### config.mk
export PLATFORM = sky130hd
export DESIGN_NAME = pc_fetch_sequencer
export DESIGN_NICKNAME = d
export VERILOG_FILES = /design/src/rtl/pc_fetch_sequencer.sv
export SDC_FILE = /design/constraint.sdc
export NUM_CORES = 1
export LEC_CHECK = 0
export CAP_MARGIN = 20
export CORE_ASPECT_RATIO = 0.9
export CORE_MARGIN = 2
export CORE_UTILIZATION = 44
export CTS_CLUSTER_DIAMETER = 30
export DETAILED_ROUTE_END_ITERATION = 8
export GPL_ROUTABILITY_DRIVEN = 0
export GPL_TIMING_DRIVEN = 0
export PLACE_DENSITY = 0.94
export SLEW_MARGIN = 20
export SYNTH_ARGS = -nofsm -noshare
export SYNTH_HDL_FRONTEND = slang
export SYNTH_SLANG_ARGS = --single-unit
### constraint.sdc
create_clock -name clk -period 6.2 [get_ports clk]
set_input_delay 1.24 -clock clk [delete_from_list [all_inputs] [get_ports clk]]
set_output_delay 1.24 -clock clk [all_outputs]
set_load 0.005 [all_outputs]
### src/rtl/pc_fetch_sequencer.sv
// PC holder and instruction-fetch sequencer (RST -> FETCH <-> HOLD, ERR on fetch timeout).
// Optional fetch-timeout watchdog is built only when FETCH_TIMEOUT_EN is defined.
module pc_fetch_sequencer #(
    parameter logic [29:0] RESET_PC = 30'h00100000,
    parameter int unsigned TIMEOUT  = 15
) (
    input  logic        clk,
    input  logic        reset,
    input  logic [29:0] new_pc,
    output logic [29:0] pc,
    output logic        imem_req,
    output logic [29:0] imem_addr,
    input  logic        imem_ack,
    input  logic [31:0] imem_rdata,
    output logic [31:0] instr,
    output logic        instr_valid,
    input  logic        instr_ready,
    output logic [31:0] fetch_count,
    output logic        fetch_err
);

    typedef enum logic [1:0] {StRst, StFetch, StHold, StErr} state_e;

    if (TIMEOUT < 1 || TIMEOUT > 15) begin : g_bad_timeout
        $error("TIMEOUT must be in 1..15");
    end

    state_e      state_q, state_d;
    logic [29:0] pc_q, pc_d;
    logic [31:0] instr_q, instr_d;
    logic [31:0] count_q, count_d;
    logic        imem_req_q, imem_req_d;
    logic        instr_valid_q, instr_valid_d;
    // Set on every reset edge; keeps RST for one extra cycle after reset is released.
    logic        rst_hold_q, rst_hold_d;

`ifdef FETCH_TIMEOUT_EN
    localparam logic [3:0] TmoLast = 4'(TIMEOUT - 1);
    logic [3:0]  tmo_q, tmo_d;
    logic        err_q, err_d;
`endif

    // State register
    always_ff @(posedge clk) begin
        if (reset) begin
            state_q       <= StRst;
            pc_q          <= RESET_PC;
            instr_q       <= '0;
            count_q       <= '0;
            imem_req_q    <= 1'b0;
            instr_valid_q <= 1'b0;
            rst_hold_q    <= 1'b1;
`ifdef FETCH_TIMEOUT_EN
            tmo_q         <= '0;
            err_q         <= 1'b0;
`endif
        end else begin
            state_q       <= state_d;
            pc_q          <= pc_d;
            instr_q       <= instr_d;
            count_q       <= count_d;
            imem_req_q    <= imem_req_d;
            instr_valid_q <= instr_valid_d;
            rst_hold_q    <= rst_hold_d;
`ifdef FETCH_TIMEOUT_EN
            tmo_q         <= tmo_d;
            err_q         <= err_d;
`endif
        end
    end

    // Next-state and datapath updates
    always_comb begin
        state_d    = state_q;
        pc_d       = pc_q;
        instr_d    = instr_q;
        count_d    = count_q;
        rst_hold_d = 1'b0;
`ifdef FETCH_TIMEOUT_EN
        tmo_d      = tmo_q;
        err_d      = err_q;
`endif
        unique case (state_q)
            StRst: begin
                if (!rst_hold_q) begin
                    state_d = StFetch;
                end
            end
            StFetch: begin
                if (imem_ack) begin
                    instr_d = imem_rdata;
                    state_d = StHold;
`ifdef FETCH_TIMEOUT_EN
                    tmo_d   = '0;
`endif
                end else begin
`ifdef FETCH_TIMEOUT_EN
                    if (tmo_q == TmoLast) begin
                        err_d   = 1'b1;
                        state_d = StErr;
                    end else begin
                        tmo_d = tmo_q + 4'd1;
                    end
`endif
                end
            end
            StHold: begin
                if (instr_ready) begin
                    pc_d    = new_pc;
                    count_d = count_q + 32'd1;
                    state_d = StFetch;
                end
            end
            StErr: begin
                state_d = StErr;
            end
            default: begin
                state_d = StRst;
            end
        endcase
    end

    // Output decode from the next state so the strobes leave the chip registered
    always_comb begin
        imem_req_d    = (state_d == StFetch);
        instr_valid_d = (state_d == StHold);
    end

    assign pc          = pc_q;
    assign imem_addr   = pc_q;
    assign imem_req    = imem_req_q;
    assign instr       = instr_q;
    assign instr_valid = instr_valid_q;
    assign fetch_count = count_q;
`ifdef FETCH_TIMEOUT_EN
    assign fetch_err   = err_q;
`else
    assign fetch_err   = 1'b0;
`endif

endmodule

# Word level (Yosys, flattened, before mapping)

Cells that the tools add are included.

Equal/unequal tests: 5
Muxes and demuxes: 5
Add/sub/neg operators: 1
Reductions and logical operators: 3

Operators by type and width:

| kind                                                | number |
|---|---|
| adder 32 x 1 -> 32 bit, second input constant       | 1 |
| one-hot mux 2 bit (4 select lines)                  | 1 |
| equality test 2 bit, second input constant          | 3 |
| 2-to-1 mux 2 bit                                    | 3 |
| equality test 2 x 1 -> 1 bit, second input constant | 2 |
| AND reduction 2 bit                                 | 2 |
| zero test 2 bit                                     | 1 |
| 2-to-1 mux 1 bit                                    | 1 |

Bits of input ports: 66
Register bits after elaboration: 99
Output and inout bits: 127

# Longest topological paths before layout

Depth after elaboration: 3
Mapped depth: 6
Gate-level depth less buffers: 5

# Least setup slack after synthesis

Ideal clock, no wire load.

Kind: input-to-reg
Start point: input instr_ready
End point: register count_q[26] (netlist: fetch_count[26])
Setup time: 0.070 ns
Arrival time: 2.623 ns
Cell stages on the path: 5
Buffers on the path: 1
Path slack: 3.507 ns
Cells stage by stage: nand3b_1 > or4_4 > buf_6 > or4b_1 > a21oi_1

Cells in the longest elaborated chain, start to end: 1

RTL lines:

| element                       | RTL line | RTL |
|---|---|---|
| from (decl)                   | 17       | `input logic instr_ready,` |
| AND reduction 2 bit (no line) | --       |  |
| to (signal assigned)          | 61       | `count_q <= count_d;` |
| to (decl)                     | 31       | `logic [31:0] count_q, count_d;` |

Every way passes these cells.
A chain may end at the register's enable or synchronous reset.

# Worst setup path after layout

Start point: input instr_ready
End point: register count_q[23] (netlist: fetch_count[23])

The elaborated chain is that of the path after synthesis.

==> impl_metrics.yaml <==
floorplanning:
  die_area_mm2: 0.0101
  die_x_um: 106
  io_pins: 193
  coreArea_mm2: 0.00908
  dieHeight_um: 95.6
  initial_core_util_pct: 45.2
  rows: 33
global_routing:
  grt_pass1_vias: 4256
  groute.usage.overall_pct: 24.3
  grt_max_degree: 17
  overflow: 0
  grt_pass1_wl_um: 20000
  antenna_found_initial: 0
yosys:
  ys_warn_count: 0
  synth-seq-cells: 99
  synth_nets: 576
  seq_area_frac_synth_pct: 48.3
  synthCells: 509
  synthFlopType: "dfxtp_1"
  async_reset_ff_share_pct: 0
  syn_area_mm2: 0.00410
  synth_edf_count: 0
  ys_types: 33
  postSynthAreaPerCell_um2: 8.06
route:
  vias_per_cell: 5.24
  drt_wl_total_um: 12700
  drc_errors: 0
  drt_iter0_drc: 155
  ant_nets: 0
  via_count: 4390
  drtPass1Iterations: 4
  avgRoutedWirePerCell_um: 15.1
sta:
  hold_violations: 0
  hold_ws_ps: 460
  min_period_over_period_pct: 50.5
  fin_ws_ps: 3070
  max_clock_freq_ghz: 0.320
  rsz0062_at_grt: "no"
  fin_skew_ps: 10.4
  setup_tns_ps: 0
  setup_viol: 0
  finalCriticalPeriod_ps: 3130
  max-slew-margin-rel_pct: 62.8
  slew_violations: 0
  worst_pin_slew_ps: 552
critical_path:
  crit_type: "primary input to register"
  critical_path_buf_inv_count: 2
  crit_path_end_kind: "register"
  rrSetupSlack_ps: 3760
  critPathSlowestCell: "clkdlybuf4s50_1"
  path_cells: "clkdlybuf4s50_1 -> and3b_1 -> clkbuf_1 -> nand3_1 -> nor3_1 -> mux2_2"
  max_stage_delay_ps: 490
  cp_max_fo: 10
  crit_family: "buffers and inverters"
  r2r_cells: 4
  rr_startpoint: "fetch_count[4]"
  critPathRequiredTime_ps: 6440
  cp_data_arrival_time_ps: 3370
  endpoint: "fetch_count[23]"
  cp-start-kind: "primary input"
  rr_endpoint: "fetch_count[31]"
  crit_path_start: "instr_ready"
  crit_cells: 6
final_layout:
  design_area_mm2: 0.00637
  antenna_cells: 0
  syn2layout_area_growth_pct: 55.2
  instances_no_fill: 838
  nets: 778
  drive_gt1_share_pct: 7.68
  finish.utilization_pct: 70.1
cts:
  cts.sinks: 99
  cts_buffers: 9
  clockBufferDepth: 2
  cts_resized: 0
  clkLatencyLatePin_ps: 350
  root_buffer: "clkbuf_8"
  cts.htree.levels: 3
  cts.clk_slew.worst_paths_ps: 100
  cts_setup_buffers: 0
  postCtsHoldBufs: 0
  cts_tree: "yes"
placement:
  hpwl_um: 9770
  port_buffers: 191
  dp_cells: 822
  postPlaceCellArea_mm2: 0.00617
  dp_slack_ps: 2720
power_and_ir_drop:
  power_density_mw_per_mm2: 192
  p_total_mw: 1.22
  ir_drop_uv: 163
  p_leak_nw: 2.16
outcome:
  run_status: "finished clean"
flow_run:
  max-cap-violations: 0
hold_path:
  hold_class: "register to register"
## cell families (layout without fill, tap and decap cells)
family	count (synthesis)	in the layout	share of synthesized area, %
AOI/OAI and AO/OA	95	95	12.2
muxes	5	5	1.37
xor gates and xnor gates	11	11	2.35
buffers and inverters	64	271	8.87
other	1	1	0.0914
adders and majority gates	1	1	0.305
and+or+nand+nor	233	233	26.5
DFF	99	99	48.3
## worst min-delay path: cells and delay by family, from the launching register on
kind,cells,cell delay (ps)
AND/OR/NAND/NOR,1,50
flip-flops,1,320
AO/OA/AOI/OAI,1,50
## how the worst min path moves through the flow
stage | slack, ps | from | end | cells after the start
after floorplan | 450 | instr[0] | instr[0] | 2
after global placement | 440 | instr[1] | instr[1] | 2
after detailed placement | 450 | instr[11] | instr[11] | 2
after CTS | 460 | instr[13] | instr[13] | 2
after global routing | 490 | instr[17] | instr[17] | 2
final | 460 | instr[13] | instr[13] | 2
## flip-flops by register name, summed over array words and instances (netlist names)
signal,count
fetch_count,32
instr,32
imem_addr,30
state_q,2
imem_req,1
instr_valid,1
rst_hold_q,1
## area by class of cell
| class | instances | area (um2) |
|---|---|---|
| multi-input cells | 346 | 1760 |
| repair buffers | 191 | 1910 |
| fillers | 725 | 2720 |
| flip-flops and latches | 99 | 1980 |
| well taps | 122 | 153 |
| clock buffers | 11 | 141 |
| inverters | 4 | 15.0 |
| clock inverters | 5 | 60.1 |
| plain buffers | 60 | 349 |
## cell usage after synthesis, types with 5 or more instances
cell	count	area [um2]
nor2_1	20	75.1
o31ai_1	6	45.0
buf_4	31	233
or4_1	7	52.6
or3_1	8	50.1
xor2_1	5	43.8
and4_1	6	52.6
xnor2_1	6	52.6
nand3_1	14	70.1
dfxtp_1	99	1980
clkbuf_1	24	90.1
nand2_1	139	522
mux2_2	5	56.3
nor2b_1	5	31.3
nor3_1	7	35.0
nor4_1	5	31.3
o21ai_0	7	35.0
a21oi_1	79	395
nand4_1	9	56.3
## cells in the final DEF (no fill, tap or decap)
master	synthesis	final
clkinv_4	0	1
or4_4	1	1
clkdlybuf4s50_1	0	191
or3_1	8	8
nor2b_1	5	5
nor2_1	20	20
or2_2	1	1
inv_6	0	1
clkbuf_1	24	25
nand3b_1	2	2
nand2b_1	2	2
buf_4	31	31
o21ai_0	7	7
buf_1	4	4
xor2_1	5	5
nand2_1	139	139
o31ai_1	6	6
nand4_1	9	9
dfxtp_1	99	99
clkinv_2	0	1
ha_1	1	1
conb_1	1	1
or4b_1	4	4
mux2_2	5	5
nand3_2	1	1
buf_6	1	1
o41ai_1	3	3
nor3_1	7	7
and4_1	6	6
and3_1	1	1
or4_1	7	7
clkbuf_8	0	10
xnor2_1	6	6
nor4_1	5	5
nand3_1	14	14
clkinvlp_4	0	1
bufinv_16	0	1
and3b_1	1	1
inv_1	4	4
a21oi_1	79	79
## power by group
| group | internal, mW | leakage [nW] | switching [mW] |
|---|---|---|---|
| logic | 0.0858 | 1.26 | 0.0557 |
| clock network | 0.200 | 0.0999 | 0.219 |
| registers | 0.652 | 0.801 | 0.0108 |
| total | 0.937 | 2.16 | 0.285 |
## layer usage
layer  track usage (%)  wire length [um]  vias up
met5                 0                 0        -
met3              5.95               795       24
met4              8.22               283        0
met2              46.5              6620      187
li1                  -                 -     2099
met1              26.5              4970     2080
Note: power is estimated with default switching activity, not from simulation.
==> patch 1, RTL diff (config.mk and constraints unchanged) <==
Add a define of `FETCH_TIMEOUT_EN`.
--- a/src/rtl/pc_fetch_sequencer.sv
+++ b/src/rtl/pc_fetch_sequencer.sv
@@ -1,5 +1,7 @@
 // PC holder and instruction-fetch sequencer (RST -> FETCH <-> HOLD, ERR on fetch timeout).
 // Optional fetch-timeout watchdog is built only when FETCH_TIMEOUT_EN is defined.
+`define FETCH_TIMEOUT_EN
+
 module pc_fetch_sequencer #(
     parameter logic [29:0] RESET_PC = 30'h00100000,
     parameter int unsigned TIMEOUT  = 15
Behaviour: same outputs for any inputs over 10 cycles, from zero or initial values and one cycle with reset high; that may be too few to reach the edited logic, so the function may still have changed.
==> patch 1 against the original RTL <==
  * Global-route usage down 1.5 points
  * Register-to-register slack gained 0.21 ns
  * Die area grew 6.2%
  * Wire length barely moved
  * Via count increased by 1.1%
  * Area after synthesis rose by 6.5%
  * Largest cell class unchanged
  * Setup slack got worse by 0.029 ns
  * Count of clock-buffer cells in the layout shrank 2
  * Critical path type unchanged
  * Highest routed layer unchanged
  * Sequential cell count up 5
  * Sequential power rose by 4.7%
  * Synthesized cell count up 5.7%
  * Cell area is 4.4% higher
  * Sequential share of layout area is 0.21 points higher
  * Power rose by 4.6%
==> patch 1: results (changes against the original RTL) <==
\begin{tabular}{lr}
\hline
Metric & Value \\
\hline
\multicolumn{2}{l}{\textbf{Clock network}} \\
Cell at the root of the clock tree & clkbuf\_8 \\
\multicolumn{2}{l}{\textbf{Routing}} \\
Detail-routed net length per standard cell & 14.6 um (-3.7\%) \\
Routed wl met2 & 6360 um (-4.0\%) \\
Total wire length & 12700 um (about the same) \\
Number of detailed-routing iterations run before antenna repair & 5 (+1) \\
Met3 wire len & 1060 um (+33\%) \\
Wire length on met1 & 5100 um (+2.7\%) \\
1st-iter DRT viols & 203 (+31\%) \\
Routed via count & 4437 (+1.1\%) \\
\multicolumn{2}{l}{\textbf{Global routing}} \\
Total track usage & 0.228 (-0.0151) \\
First-pass GRT wire length & 19800 um (-0.83\%) \\
Met3 Use GR & 0.0489 (-0.0105) \\
Fraction of met1 tracks used by global routing & 0.265 (+0.000410) \\
Global-route met2 utilization & 0.420 (-0.0441) \\
Number of global-route vias before repair & 4219 (-0.87\%) \\
\multicolumn{2}{l}{\textbf{Yosys}} \\
Top cell types by occurrence after synthesis & 141 x nand2\_1, 104 x dfxtp\_1, 76 x a21oi\_1 \\
Number of distinct library cells after synthesis & 37 (+12\%) \\
Post-Syn Nets & 607 (+5.4\%) \\
Area contributors post-synth & dfxtp\_1 48\%, nand2\_1 12\%, a21oi\_1 8.7\% \\
Instance count of the mapped netlist & 538 (+5.7\%) \\
Part of the Yosys area used for sequential elements & 0.477 (-0.00642) \\
\multicolumn{2}{l}{\textbf{Cells and area}} \\
Number of nets in the layout & 809 (+4.0\%) \\
Fraction of final layout cells sized beyond drive strength 1 & 0.0860 (+0.00921) \\
\multicolumn{2}{l}{\textbf{Timing}} \\
Relative slew slack & 0.619 (-0.00930) \\
Max Clock Skew & 0.00571 ns (-0.00468 ns) \\
\multicolumn{2}{l}{\textbf{Setup path}} \\
Worst endpoint data arrival time & 3.40 ns (+0.03 ns) \\
Startpoint of the worst setup timing path & instr\_ready \\
Startpoint of the most critical register-to-register path & fetch\_count[4] \\
\multicolumn{2}{l}{\textbf{Power and ir drop}} \\
Total internal power & 990 uW (+5.6\%) \\
VDD IR-drop max & 122 uV (-25\%) \\
Static leakage power & 0.00232 uW (+7.2\%) \\
\multicolumn{2}{l}{\textbf{Status}} \\
Run status & completed \\
\multicolumn{2}{l}{\textbf{Placed design}} \\
Placed cell areas & 6440 um\^{}2 (+4.4\%) \\
Placed cells & 855 (+4.0\%) \\
DP HPWL & 9750 um (-0.26\%) \\
\multicolumn{2}{l}{\textbf{Hold path}} \\
Launch point of the worst hold path & instr[19] \\
\hline
\end{tabular}
## patch 1: cell types whose count changed in the layout (fill, tap and decap cells not counted), moves of 5 or more
cell     unedited run  this run
nor4_1              5        14
dfxtp_1            99       104
nor2_1             20        28
nand3_1            14         9
or3_1               8         1
mux2_2              5        11
nor2b_1             5        13
## patch 1: cell type report
cell class	instances	area [um^2]
repair buffers	191	1910
well taps	126	158
inverters	6	22.5
clock inverters	6	85.1
multi-input cells	364	1900
plain buffers	64	364
flip-flops and latches	104	2080
fillers	743	3010
clock buffers	9	124
## patch 1: critical path: stages
cell and delay [ns]:
clkdlybuf4s50_1 0.51, nand3b_1 0.30, or2_2 0.45, buf_2 0.21
nor4_1 0.32, mux2_2 0.37
## patch 1: cells by family after synthesis
logic type | synth area share
AOI/OAI and AO/OA | 0.111
adders and majority gates | 0.00859
DFF | 0.477
muxes | 0.0284
buffers and inverters | 0.0885
and+or+nand+nor | 0.267
xor gates and xnor gates | 0.0201
## patch 1: path summary, 6_finish.rpt
path	to	slack, ns	depth (start not counted)
max	fetch_count[28]	3.04	6
min	instr[19]	0.46	2
max reg2reg	fetch_count[31]	3.97	5
min reg2reg	instr[19]	0.46	2
## patch 1: per-stage QoR
step	hold slack (ns)	utilization	setup slack, ns
after floorplan	0.453	-	3.50
after global placement	0.443	0.667	2.65
after detailed placement	0.449	0.667	2.61
after CTS	0.463	0.688	3.00
after global routing	0.477	0.688	2.92
final	0.462	0.688	3.04
## patch 1: power by group through the flow
stage	clock network [uW]	logic, uW	registers, uW
3_5_place_dp	0	140	709
5_1_grt	483	153	696
6_report	445	140	694
4_1_cts	453	141	694
2_1_floorplan	0	48.2	709
3_3_place_gp	0	136	708
==> patch 2, RTL diff (same flow settings) <==
Made on the original files. Put one more register stage on the output `fetch_count`, with the module's reset. The value now appears one clock later. The other outputs are not delayed to match.
--- a/src/rtl/pc_fetch_sequencer.sv
+++ b/src/rtl/pc_fetch_sequencer.sv
@@ -131,7 +131,13 @@
     assign imem_req    = imem_req_q;
     assign instr       = instr_q;
     assign instr_valid = instr_valid_q;
-    assign fetch_count = count_q;
+    always_ff @(posedge clk) begin
+        if (reset) begin
+            fetch_count <= '0;
+        end else begin
+            fetch_count <= count_q;
+        end
+    end
 `ifdef FETCH_TIMEOUT_EN
     assign fetch_err   = err_q;
 `else
Formal check against the unedited RTL: not equivalent (a bounded check fails within 10 cycles, from zero or initial values and one cycle with reset high).
==> patch 2 against the original RTL <==
  * Sequential cell count is 32 higher
  * Setup slack worse by 0.071 ns
  * Wire length is 6.0% higher
  * Count of clock-buffer cells in the layout is 8 higher
  * Power is 64% higher
  * Sequential power is 31% higher
  * Cell area is 18% higher
  * Area after synthesis is 19% higher
  * Largest cell class is now registers
  * Largest power group is now clock
==> patch 2: results (changes against the original RTL) <==
\begin{tabular}{lr}
\hline
Metric & Value \\
\hline
\multicolumn{2}{l}{\textbf{Status}} \\
Run status & completed \\
\multicolumn{2}{l}{\textbf{Routing}} \\
1st-iter DRT viols & 289 (+86\%) \\
Mean number of vias per cell & 5.00 (-4.6\%) \\
Detail-routed net length per standard cell & 14.6 um (-3.3\%) \\
\multicolumn{2}{l}{\textbf{Clock network}} \\
Cell at the root of the clock tree & clkbuf\_16 \\
Insertion delay to the later sink of the worst-skew pair & 0.40 ns (+0.05 ns) \\
Number of resized instances in the post-cts repair step & 0 (unchanged) \\
TritonCTS buffer count & 17 (+8) \\
H-Tree Depth & 4 (+1) \\
Clock transition at the register clock pins on the worst setup and hold paths after CTS & 0.05 ns (-0.05 ns) \\
\multicolumn{2}{l}{\textbf{Yosys}} \\
Area contributors post-synth & dfxtp\_1 54\%, nand2\_1 10\%, a21oi\_1 8.0\% \\
Post-Syn Nets & 630 (+9.4\%) \\
Synthesized-area fraction occupied by ao, oa, aoi and oai cells & 0.0986 (-0.0237) \\
Number of distinct library cells after synthesis & 34 (+3.0\%) \\
Post-synthesis share of cell area spent on xor and xnor gates & 0.0198 (-0.00371) \\
Top cell types by occurrence after synthesis & 135 x nand2\_1, 131 x dfxtp\_1, 78 x a21oi\_1 \\
Part of the Yosys area used for sequential elements & 0.538 (+0.0552) \\
Mux contribution to synthesized area & 0.0139 (+0.000144) \\
Synthesized-area fraction occupied by adder cells & 0.00257 (-0.000482) \\
\multicolumn{2}{l}{\textbf{Global routing}} \\
Number of global-route vias before repair & 4398 (+3.3\%) \\
First-pass GRT wire length & 21300 um (+6.5\%) \\
Total track usage & 0.225 (-0.0183) \\
\multicolumn{2}{l}{\textbf{Power and ir drop}} \\
Reported net switching power & 433 uW (+52\%) \\
VDD IR-drop max & 257 uV (+58\%) \\
Static leakage power & 0.00267 uW (+24\%) \\
\multicolumn{2}{l}{\textbf{Cells and area}} \\
Fillers & 822 (+13\%) \\
Number of nets in the layout & 840 (+8.0\%) \\
Fraction of final layout cells sized beyond drive strength 1 & 0.0916 (+0.0148) \\
\multicolumn{2}{l}{\textbf{Timing}} \\
Max Clock Skew & 0.00699 ns (-0.00340 ns) \\
Relative slew slack & 0.592 (-0.0364) \\
\multicolumn{2}{l}{\textbf{Setup path}} \\
Worst endpoint data arrival time & 3.49 ns (+0.12 ns) \\
Worst R2R Setup Slack & 3.87 ns (+0.11 ns) \\
\multicolumn{2}{l}{\textbf{Placed design}} \\
DP HPWL & 9640 um (-1.4\%) \\
Placed cell areas & 6950 um\^{}2 (+13\%) \\
\hline
\end{tabular}
-- patch 2: power by group through the flow --
stage	Sequential [uW]	Combinational (uW)	Clock, uW
final	870	145	995
after CTS	870	146	1010
after floorplan	888	48.8	0
after global placement	886	142	0
after detailed placement	888	145	0
after global routing	871	159	1050
-- patch 2: final cells by class --
type,count,area (um^2),share of cell area
clock inverter,13,160,0.0212
clock buffer,19,433,0.0574
multi-input combinational,364,1860,0.247
tap,133,166,0.0221
timing repair buffer,191,1910,0.253
buffer,64,373,0.0494
inverter,4,15.0,0.00199
sequential,131,2620,0.348
-- patch 2: layer usage --
metal  GRT usage  part of all wire  vias to the layer above
met1       0.266              0.41                     2097
met5           0                 0                        -
li1            -                 -                     2272
met3      0.0767             0.076                       27
met4      0.0947             0.032                        0
met2       0.370              0.48                      195
-- patch 2: path summary, 6_finish.rpt --
check | end | cells after the start | startpoint
hold / removal | instr[12] | 2 | instr[12]
setup / recovery | count_q[26] | 7 | instr_ready
setup reg to reg | count_q[26] | 6 | state_q[1]
hold reg to reg | instr[12] | 2 | instr[12]
-- patch 2: cell families (layout without fill, tap and decap cells) --
logic type               after synthesis  count (layout)
AO/OA/AOI/OAI                         93              93
XOR/XNOR                              11              11
adder cells (fa/ha/maj)                1               1
buffers and inverters                 68             291
flip-flops                           131             131
multiplexers                           6               6
other                                  1               1
AND/OR/NAND/NOR                      252             252
-- patch 2: worst max-delay path, stage by stage --
cell and delay, ns:
clkdlybuf4s50_1 0.52, nand4b_1 0.17, buf_6 0.18, or4_4 0.55
buf_6 0.17, nor4_1 0.30, mux2_1 0.36
-- patch 2: per-stage QoR --
step                hold WS [ns]  setup slack, ns  total power (uW)  std cells
detailed placement         0.446             2.61              1030        887
global route               0.476             2.87              2080        919
CTS                        0.453             2.99              2030        919
floorplan                  0.447             3.31               936        563
global placement           0.441             2.59              1030        887
finish                     0.454             3.00              2010        919
